### src/rtl/eddy_sample_accumulator_pkg.sv
// Shared constants, FSM state type and helpers for the eddy sample accumulator.
package eddy_accum_pkg;

  localparam int DATA_W     = 18;
  localparam int MAX_LOG2_N = 4;
  localparam int ACC_W      = DATA_W + MAX_LOG2_N;

  typedef enum logic [0:0] {
    IDLE  = 1'b0,
    ACCUM = 1'b1
  } state_t;

  // Requested exponents beyond the accumulator headroom fall back to the largest window.
  function automatic logic [2:0] clamp_log2(input logic [2:0] l2, input int max_l2);
    if (int'(l2) > max_l2) begin
      return 3'(max_l2);
    end
    return l2;
  endfunction

endpackage

### src/rtl/eddy_sample_accumulator_if.sv
// Result/handshake bus between the accumulator and the AXI register layer.
// Optional min/max fields exist only when EDDY_ACCUM_MINMAX_EN is defined.
interface eddy_result_if #(
  parameter int DATA_W     = eddy_accum_pkg::DATA_W,
  parameter int MAX_LOG2_N = eddy_accum_pkg::MAX_LOG2_N
);

  logic signed [DATA_W-1:0] avg_x;
  logic signed [DATA_W-1:0] avg_y;
  logic                     avg_valid;
  logic                     overrun;
  logic [MAX_LOG2_N:0]      sample_cnt;
  logic                     ack;
`ifdef EDDY_ACCUM_MINMAX_EN
  logic signed [DATA_W-1:0] min_x;
  logic signed [DATA_W-1:0] max_x;
  logic signed [DATA_W-1:0] min_y;
  logic signed [DATA_W-1:0] max_y;
`endif

  modport master (
    output avg_x, avg_y, avg_valid, overrun, sample_cnt,
`ifdef EDDY_ACCUM_MINMAX_EN
    output min_x, max_x, min_y, max_y,
`endif
    input  ack
  );

  modport slave (
    input  avg_x, avg_y, avg_valid, overrun, sample_cnt,
`ifdef EDDY_ACCUM_MINMAX_EN
    input  min_x, max_x, min_y, max_y,
`endif
    output ack
  );

endinterface

### src/rtl/eddy_sample_accumulator_channel.sv
// One axis of the accumulator: running sum, averaging shift and result register.
// Per-window min/max tracking is added when EDDY_ACCUM_MINMAX_EN is defined.
module eddy_accum_channel #(
  parameter int DATA_W     = eddy_accum_pkg::DATA_W,
  parameter int MAX_LOG2_N = eddy_accum_pkg::MAX_LOG2_N
) (
  input  logic                     clk,
  input  logic                     rst,
  input  logic                     zero_acc,
  input  logic                     add,
  input  logic                     fin,
`ifdef EDDY_ACCUM_MINMAX_EN
  input  logic                     first,
  output logic signed [DATA_W-1:0] min_val,
  output logic signed [DATA_W-1:0] max_val,
`endif
  input  logic [2:0]               log2,
  input  logic signed [DATA_W-1:0] sample,
  output logic signed [DATA_W-1:0] avg
);
  import eddy_accum_pkg::*;

  localparam int CH_ACC_W = DATA_W + MAX_LOG2_N;

  logic signed [CH_ACC_W-1:0] acc_reg;
  logic signed [CH_ACC_W-1:0] sample_ext;
  logic signed [CH_ACC_W-1:0] sum;
  logic signed [DATA_W-1:0]   avg_reg;

  assign sample_ext = {{MAX_LOG2_N{sample[DATA_W-1]}}, sample};
  assign sum        = acc_reg + sample_ext;
  assign avg        = avg_reg;

  // The final sample is folded in on the same edge the result is published.
  always_ff @(posedge clk) begin
    if (rst) begin
      acc_reg <= '0;
      avg_reg <= '0;
    end else if (zero_acc) begin
      acc_reg <= '0;
    end else if (fin) begin
      avg_reg <= DATA_W'(sum >>> log2);
      acc_reg <= '0;
    end else if (add) begin
      acc_reg <= sum;
    end
  end

`ifdef EDDY_ACCUM_MINMAX_EN
  logic signed [DATA_W-1:0] run_min_reg, run_max_reg;
  logic signed [DATA_W-1:0] min_reg, max_reg;
  logic signed [DATA_W-1:0] cur_min, cur_max;

  assign cur_min = (first || sample < run_min_reg) ? sample : run_min_reg;
  assign cur_max = (first || sample > run_max_reg) ? sample : run_max_reg;
  assign min_val = min_reg;
  assign max_val = max_reg;

  always_ff @(posedge clk) begin
    if (rst) begin
      run_min_reg <= '0;
      run_max_reg <= '0;
      min_reg     <= '0;
      max_reg     <= '0;
    end else if (!zero_acc && (add || fin)) begin
      run_min_reg <= cur_min;
      run_max_reg <= cur_max;
      if (fin) begin
        min_reg <= cur_min;
        max_reg <= cur_max;
      end
    end
  end
`endif

endmodule

### src/rtl/eddy_sample_accumulator.sv
// Block averager for SPI X/Y sample pairs with sticky valid/overrun handshake.
// Define EDDY_ACCUM_MINMAX_EN to also publish per-window min/max.
module eddy_sample_accumulator #(
  parameter int DATA_W     = eddy_accum_pkg::DATA_W,
  parameter int MAX_LOG2_N = eddy_accum_pkg::MAX_LOG2_N
) (
  input  logic                     clk,
  input  logic                     rst,
  input  logic                     done_in,
  input  logic signed [DATA_W-1:0] sensor_data_x,
  input  logic signed [DATA_W-1:0] sensor_data_y,
  input  logic                     enable,
  input  logic                     clear,
  input  logic [2:0]               avg_log2,
  eddy_result_if.master            res
);
  import eddy_accum_pkg::*;

  state_t                   state_reg, state_next;
  logic                     done_s_reg, done_d_reg;
  logic signed [DATA_W-1:0] x_s_reg, y_s_reg;
  logic [2:0]               log2_eff, log2_prev_reg;
  logic [MAX_LOG2_N:0]      cnt_reg, cnt_next, last_idx;
  logic                     avg_valid_reg, avg_valid_next;
  logic                     overrun_reg, overrun_next;
  logic                     sample_ev, hold_idle, discard, take;
  logic                     final_s, add_s, zero_acc;

  // done_in and the data are sampled first, so the event is seen one edge
  // after done_in is first captured high and the result lands on the next edge.
  assign sample_ev = done_s_reg & ~done_d_reg;
  assign log2_eff  = clamp_log2(avg_log2, MAX_LOG2_N);
  assign last_idx  = (MAX_LOG2_N+1)'((32'd1 << log2_eff) - 32'd1);

  assign hold_idle = clear | ~enable | (state_reg != ACCUM);
  assign discard   = ~hold_idle & (log2_eff != log2_prev_reg) & (cnt_reg != '0);
  assign take      = ~hold_idle & ~discard & sample_ev;
  assign final_s   = take & (cnt_reg == last_idx);
  assign add_s     = take & ~final_s;
  assign zero_acc  = hold_idle | discard;

  always_comb begin
    state_next = (clear || !enable) ? IDLE : ACCUM;

    cnt_next = cnt_reg;
    if (zero_acc || final_s) begin
      cnt_next = '0;
    end else if (add_s) begin
      cnt_next = cnt_reg + 1'b1;
    end

    avg_valid_next = avg_valid_reg;
    overrun_next   = overrun_reg;
    if (clear) begin
      avg_valid_next = 1'b0;
      overrun_next   = 1'b0;
    end else if (final_s) begin
      avg_valid_next = 1'b1;
      if (avg_valid_reg && !res.ack) begin
        overrun_next = 1'b1;
      end
    end else if (res.ack) begin
      avg_valid_next = 1'b0;
    end
  end

  always_ff @(posedge clk) begin
    if (rst) begin
      state_reg     <= IDLE;
      done_s_reg    <= 1'b0;
      done_d_reg    <= 1'b0;
      x_s_reg       <= '0;
      y_s_reg       <= '0;
      log2_prev_reg <= '0;
      cnt_reg       <= '0;
      avg_valid_reg <= 1'b0;
      overrun_reg   <= 1'b0;
    end else begin
      state_reg     <= state_next;
      done_s_reg    <= done_in;
      done_d_reg    <= done_s_reg;
      x_s_reg       <= sensor_data_x;
      y_s_reg       <= sensor_data_y;
      log2_prev_reg <= log2_eff;
      cnt_reg       <= cnt_next;
      avg_valid_reg <= avg_valid_next;
      overrun_reg   <= overrun_next;
    end
  end

  assign res.avg_valid  = avg_valid_reg;
  assign res.overrun    = overrun_reg;
  assign res.sample_cnt = cnt_reg;

`ifdef EDDY_ACCUM_MINMAX_EN
  logic first_s;
  assign first_s = (cnt_reg == '0);
`endif

  eddy_accum_channel #(.DATA_W(DATA_W), .MAX_LOG2_N(MAX_LOG2_N)) u_chan_x (
    .clk      (clk),
    .rst      (rst),
    .zero_acc (zero_acc),
    .add      (add_s),
    .fin      (final_s),
`ifdef EDDY_ACCUM_MINMAX_EN
    .first    (first_s),
    .min_val  (res.min_x),
    .max_val  (res.max_x),
`endif
    .log2     (log2_eff),
    .sample   (x_s_reg),
    .avg      (res.avg_x)
  );

  eddy_accum_channel #(.DATA_W(DATA_W), .MAX_LOG2_N(MAX_LOG2_N)) u_chan_y (
    .clk      (clk),
    .rst      (rst),
    .zero_acc (zero_acc),
    .add      (add_s),
    .fin      (final_s),
`ifdef EDDY_ACCUM_MINMAX_EN
    .first    (first_s),
    .min_val  (res.min_y),
    .max_val  (res.max_y),
`endif
    .log2     (log2_eff),
    .sample   (y_s_reg),
    .avg      (res.avg_y)
  );

endmodule

### src/flat_wrapper.sv
// flat-port wrapper written by rule: the top's interface ports become plain ports
module eddy_sample_accumulator_flat import eddy_accum_pkg::*;
#(
  parameter int DATA_W     = eddy_accum_pkg::DATA_W,
  parameter int MAX_LOG2_N = eddy_accum_pkg::MAX_LOG2_N
)
  (clk, rst, done_in, sensor_data_x, sensor_data_y, enable, clear, avg_log2, res_avg_x, res_avg_y, res_avg_valid, res_overrun, res_sample_cnt, res_ack);
  eddy_result_if #(.DATA_W(DATA_W), .MAX_LOG2_N(MAX_LOG2_N)) res_i ();
  input  logic clk;
  input  logic rst;
  input  logic done_in;
  input  logic signed [DATA_W-1:0] sensor_data_x;
  input  logic signed [DATA_W-1:0] sensor_data_y;
  input  logic enable;
  input  logic clear;
  input  logic [2:0] avg_log2;
  output wire logic [$bits(res_i.avg_x)-1:0] res_avg_x;
  output wire logic [$bits(res_i.avg_y)-1:0] res_avg_y;
  output wire logic [$bits(res_i.avg_valid)-1:0] res_avg_valid;
  output wire logic [$bits(res_i.overrun)-1:0] res_overrun;
  output wire logic [$bits(res_i.sample_cnt)-1:0] res_sample_cnt;
  input wire logic [$bits(res_i.ack)-1:0] res_ack;
  assign res_avg_x = res_i.avg_x;
  assign res_avg_y = res_i.avg_y;
  assign res_avg_valid = res_i.avg_valid;
  assign res_overrun = res_i.overrun;
  assign res_sample_cnt = res_i.sample_cnt;
  assign res_i.ack = res_ack;
  eddy_sample_accumulator #(.DATA_W(DATA_W), .MAX_LOG2_N(MAX_LOG2_N)) u_core (.clk(clk), .rst(rst), .done_in(done_in), .sensor_data_x(sensor_data_x), .sensor_data_y(sensor_data_y), .enable(enable), .clear(clear), .avg_log2(avg_log2), .res(res_i));
endmodule
### config.mk
export PLATFORM = sky130hd
export DESIGN_NAME = eddy_sample_accumulator_flat
export DESIGN_NICKNAME = d
export VERILOG_FILES = /design/src/rtl/eddy_sample_accumulator_pkg.sv /design/src/rtl/eddy_sample_accumulator_if.sv /design/src/rtl/eddy_sample_accumulator_channel.sv /design/src/rtl/eddy_sample_accumulator.sv /design/src/flat_wrapper.sv
export SDC_FILE = /design/constraint.sdc
export NUM_CORES = 1
export LEC_CHECK = 0
export ABC_CLOCK_PERIOD_IN_PS = 2720
export CAP_MARGIN = 25
export CORE_MARGIN = 1.5
export CORE_UTILIZATION = 39
export CTS_BUF_LIST = sky130_fd_sc_hd__clkbuf_4 sky130_fd_sc_hd__clkbuf_8 sky130_fd_sc_hd__clkbuf_16
export DETAILED_ROUTE_END_ITERATION = 8
export MAX_ROUTING_LAYER = met4
export PLACE_DENSITY = 0.58
export SYNTH_ARGS = -nofsm -noshare
export SYNTH_HDL_FRONTEND = slang
export SYNTH_SLANG_ARGS = --single-unit
### constraint.sdc
create_clock -name clk -period 2.72 [get_ports clk]
set_clock_uncertainty 0.2 [all_clocks]
set_input_delay 0.68 -clock clk [delete_from_list [all_inputs] [get_ports clk]]
set_output_delay 0.68 -clock clk [all_outputs]
set_load 0.02 [all_outputs]
Word level (Yosys, flattened, before mapping)
Cells that the tools add are included.
- word-level logic and storage cells: 58
- input bits: 45
- output and inout port bits: 43
- register bits: 129
- shift operators: 3
- multiplexer cells: 6
- reduce and logical (&&, ||, !) cells: 12
- bitwise gates (word level): 17
- order comparisons: 1
- equality and inequality tests: 2
- $add $sub $neg: 4
- operator list (cell ; number):
    $add A22 B18 Y22 ; 2
    $sshr A22 B3 Y18 ; 2
    $and A1 B1 Y1 ; 7
    $not A1 Y1 ; 7
    $mux W3 ; 2
    $add A5 B1 Y5 const B ; 1
    $eq A5 B5 Y1 ; 1
    $reduce_bool A5 Y1 ; 1
    $shl A1 B3 Y5 const A ; 1
    $sub A5 B1 Y5 const B ; 1
    $mux W1 ; 4
    $reduce_and A2 Y1 ; 2
    $reduce_or A2 Y1 ; 2
    $gt A3 B3 Y1 const B ; 1
    $ne A3 B3 Y1 ; 1
    $or A1 B1 Y1 ; 3
    $reduce_or A3 Y1 ; 1
    $logic_not A1 Y1 ; 2
    $logic_or A1 B1 Y1 ; 2
    $reduce_bool A2 Y1 ; 1
    $logic_and A1 B1 Y1 ; 1

Logic depth before layout (Yosys ltp)
- depth in word-level cells: 12
- depth in mapped cells: 12
- gate-level depth less buffers: 11

Modules after synthesis
A second synthesis with hierarchy kept.
- cell total of the unflattened synthesis: 1014
- area, all modules: 8674.6 µm²
- by module, submodules not included (module ; seq. area each (µm²) ; area an instance (µm²) ; instances ; cells each):
    eddy_accum_channel (u_core.u_chan_x) ; 800.8 ; 3696.0 ; 1 ; 451
    eddy_accum_channel (u_core.u_chan_y) ; 800.8 ; 3362.0 ; 1 ; 410
    eddy_sample_accumulator ; 980.9 ; 1616.6 ; 1 ; 153

Worst setup path after synthesis
No wires, ideal clock.
- path kind: register to register
- start point: register u_core.u_chan_x.acc_reg[0]
- end point: register u_core.u_chan_x.avg_reg[11] (netlist: u_core.u_chan_x.avg[11])
- required time: 2.432 ns
- slack: -0.140 ns
- path buffers: 0
- stages on the path, launching flop included: 12
- period minus slack after synthesis: 2.860 ns
- setup time: 0.088 ns
- arrival: 2.572 ns
- cells stage by stage: dfxtp_1 -> ha_1 -> inv_1 -> fa_1 -> nor2b_1 -> o31ai_2 -> a211o_1 -> and4_1 -> a2111oi_2 -> a211oi_1 -> a32o_1 -> nor4_2
- cells in the longest elaborated chain, start to end: 2
- ends and longest elaborated chain (element ; RTL line ; text):
    start: declaration ; eddy_sample_accumulator_channel.sv:25 ; logic signed [CH_ACC_W-1:0] acc_reg;
    start signal: assignment ; eddy_sample_accumulator_channel.sv:45 ; acc_reg <= sum;
    $add A22 B18 Y22 ; eddy_sample_accumulator_channel.sv:31 ; assign sum = acc_reg + sample_ext;
    $sshr A22 B3 Y18 ; eddy_sample_accumulator_channel.sv:42 ; avg_reg <= DATA_W'(sum >>> log2);
    end signal: assignment ; eddy_sample_accumulator_channel.sv:42 ;
    end: declaration ; eddy_sample_accumulator_channel.sv:28 ; logic signed [DATA_W-1:0] avg_reg;
Every way passes these cells.
A chain may end at the register's enable or synchronous reset.

Worst setup path in the final report
- start point: register u_core.u_chan_x.acc_reg[0]
- end point: register u_core.u_chan_x.avg_reg[9] (netlist: u_core.u_chan_x.avg[9])
The elaborated chain is that of the path after synthesis.

==> impl_metrics.ini <==
[clock_tree]
clock_latency_ns = 0.43
cts.htree.levels = 4
tritoncts_num_sinks = 129
tritoncts.num_buffers = 17
root_buffer = sky130_fd_sc_hd__clkbuf_16
clk_pin_slew_ns = 0.06
number_of_hold_buffers_added_after_cts = 0
clock_tree_from_tritoncts = yes
clock_path_buffers = 2

[synth]
post_synth_top_flop = sky130_fd_sc_hd__dfxtp_1
synthCells = 1057
synth-seq-cells = 129
yosysWarningCount = 0
ys_top_cells_by_area = sky130_fd_sc_hd__dfxtp_1, sky130_fd_sc_hd__ha_1, sky130_fd_sc_hd__nand2_1
synth_enable_flop_cells = 0
syn_area_sq_um = 8449
synth-seq-area-share_pct = 30.56
post-synth-top-area-cell = sky130_fd_sc_hd__dfxtp_1
synth_common_cells = sky130_fd_sc_hd__nand2_1, sky130_fd_sc_hd__dfxtp_1, sky130_fd_sc_hd__nor2_1, sky130_fd_sc_hd__a21oi_1, sky130_fd_sc_hd__nor2b_1
synthArstFlopShare_pct = 0
synth.lib_cells_used.distinct = 90
yosys.cell_count.top_type = sky130_fd_sc_hd__nand2_1
synth.avg_cell_area_sq_um = 7.994
yosys.area.top_type_share_pct = 30.56
synth_net_count = 1148

[power]
leakagePower_nw = 5.073
power_density_nw_per_um2 = 396.3
peakVddDrop_mv = 0.3625

[critical_path]
start_kind = register
timing.critical_path.required_ns = 2.87
critPathKind = register to register
critPathSlowestCell = sky130_fd_sc_hd__fa_2
worst_r2r_startpoint = u_core.u_chan_x.acc_reg[0]$_SDFFE_PP0P_
worst-endpoint-arrival_ns = 3.07
crit_start = u_core.u_chan_x.acc_reg[0]$_SDFFE_PP0P_
worst-path-buf-inv = 2
path_delay_family = compound AO/OA/AOI/OAI gates
crit_chain = ha_4, inv_2, fa_2, nor2b_4, o31ai_2, a211o_1, buf_6, a31oi_4, xor2_2, mux2i_2, a221o_1, a211oi_2
critical_path_peak_fanout = 4
critical-path-max-stage-delay_ns = 0.37
timing.critical_path.to_type = register

[global_routing]
vias_in_the_first_global_route = 8371
gr-total-overflow = 0
grt_use_total_pct = 25.76
grt_antenna_before_repair = 0
largest_net_degree_at_the_start_of_global_routing = 36
first_pass_grt_wire_length_um = 43860

[sta]
worst_slew_pin_slew_ns = 0.6853
hold_ws_ns = 0.2614
grt_setup_unrepaired = yes
finalSetupViolCount = 19
setup_ws_ns = -0.1916
maxClockFrequency_mhz = 343.5
min_period_over_period_pct = 107.0
slew-limit-headroom_pct = 54.31
setup_total_negative_slack_ns = -1.731
slew_violations = 0
min_period_ns = 2.912
timing.final.hold_violations = 0

[routing]
drt_wl_total_um = 29140
routed_via_density = 5.532
drt_iter0_drc = 447
detailroute.via_count = 8951
postRouteAntennaNets = 0
post-route-drc-count = 0
wire_per_inst_um = 18.01
first_pass_iters = 5

[floorplan]
chipWidth_um = 150.2
initial_utilization_pct = 39.94
fp.coreArea_sq_um = 21150
die_h_um = 150.2
row_count = 53
die_area_sq_um = 22560
num_io_pins = 88

[placement]
place.detailed.instances = 1559
dp.final_hpwl_um = 20690
port_buffers = 87
place.gp.congestion = 0.9544
placed_cell_area_sq_um = 11000

[finish]
diodes = 0
syn2layout_area_growth_pct = 52.29
post-route-util_pct = 60.83
nets = 1422
share_of_final_layout_standard_cells_stronger_than_drive_strength_1_pct = 34.03
final_cells = 1618
layout.cell_area.non_filler_sq_um = 12870

[hold_path]
hold_class = register to register
min_from = u_core.u_chan_y.acc_reg[5]$_SDFFE_PP0P_

[job]
maxCapViolCount = 0

[outcome]
run_status = complete, but fails checks
violations = negative setup slack
-- path summary, 6_finish.rpt --
check,end,slack (ns),cells past startpoint
max,u_core.u_chan_x.avg[9]$_SDFFE_PP0P_,-0.19,12
min,u_core.u_chan_y.acc_reg[5]$_SDFFE_PP0P_,0.26,2
max reg2reg,u_core.u_chan_x.avg[9]$_SDFFE_PP0P_,-0.19,12
min reg2reg,u_core.u_chan_y.acc_reg[5]$_SDFFE_PP0P_,0.26,2
-- per-layer routing --
| layer | routed length (um) | up-vias | GRT usage, % |
|---|---|---|---|
| met4 | 899 | 0 | 9.167 |
| met3 | 1042 | 61 | 3.697 |
| li1 | - | 4376 | - |
| met5 | 0 | - | - |
| met1 | 12740 | 4289 | 31.42 |
| met2 | 14460 | 225 | 43.28 |
-- timing repair --
action	in CTS	in global routing
gates cloned	0	1
pin swaps	55	67
buffers inserted	17	16
setup endpoints to repair	81	77
resized for setup	92	116
-- cell type report --
cell class,instances,area (sq um)
repair buffers,320,2780
clock buffers,19,446.7
clock inverters,12,160.2
multi-input cells,844,6457
inverters,19,73.82
well taps,275,344.1
flip-flops and latches,129,2605
fillers,1832,8287
-- worst register-to-register path, cell delays in order (launching register included) --
cell and delay [ns]:
sky130_fd_sc_hd__dfxtp_2 0.35, sky130_fd_sc_hd__ha_4 0.14, sky130_fd_sc_hd__inv_2 0.03, sky130_fd_sc_hd__fa_2 0.37, sky130_fd_sc_hd__nor2b_4 0.14, sky130_fd_sc_hd__o31ai_2 0.09, sky130_fd_sc_hd__a211o_1 0.33, sky130_fd_sc_hd__buf_6 0.15
sky130_fd_sc_hd__a31oi_4 0.14, sky130_fd_sc_hd__xor2_2 0.22, sky130_fd_sc_hd__mux2i_2 0.13, sky130_fd_sc_hd__a221o_1 0.34, sky130_fd_sc_hd__a211oi_2 0.21
-- cells in the final DEF, fill, tap and decap left out, drive strengths merged, types with 6 or more instances in the layout --
master / n
a211oi: 43
a21o: 19
a21oi: 99
a311oi: 9
a31oi: 10
and2: 8
and3: 11
buf: 234
clkbuf: 20
clkdlybuf4s50: 83
clkinv: 6
dfxtp: 129
ha: 44
inv: 18
mux2: 6
mux2i: 15
nand2: 132
nand2b: 14
nand3: 21
nand4: 9
nor2: 116
nor2b: 49
nor3: 24
nor4: 7
o211ai: 13
o21a: 9
o21ai: 46
o31ai: 7
or3: 7
xnor2: 19
xor2: 16
-- kinds of logic after synthesis --
family | Yosys count | share of synthesized area (%)
adder cells (fa/ha/maj) | 46 | 6.990
buffers and inverters | 84 | 4.665
AND/OR/NAND/NOR | 422 | 24.26
flip-flops | 129 | 30.56
multiplexers | 25 | 3.643
XOR/XNOR | 35 | 3.717
AO/OA/AOI/OAI | 316 | 26.17
-- stage by stage --
stage / setup WS, ns / power (mW)
3_5_place_dp: -0.5989 / 2.624
2_1_floorplan: -0.07856 / 2.309
6_report: -0.1916 / 5.099
5_1_grt: -0.2829 / 5.251
3_3_place_gp: -0.5646 / 2.623
4_1_cts: -0.2114 / 5.065
-- power by group --
group | switching, mW | leakage (nW) | internal, mW
Combinational | 0.377 | 3.73 | 0.368
Clock | 0.937 | 0.285 | 1.47
Sequential | 0.0212 | 1.06 | 1.92
Note: power is estimated with default switching activity, not from simulation.
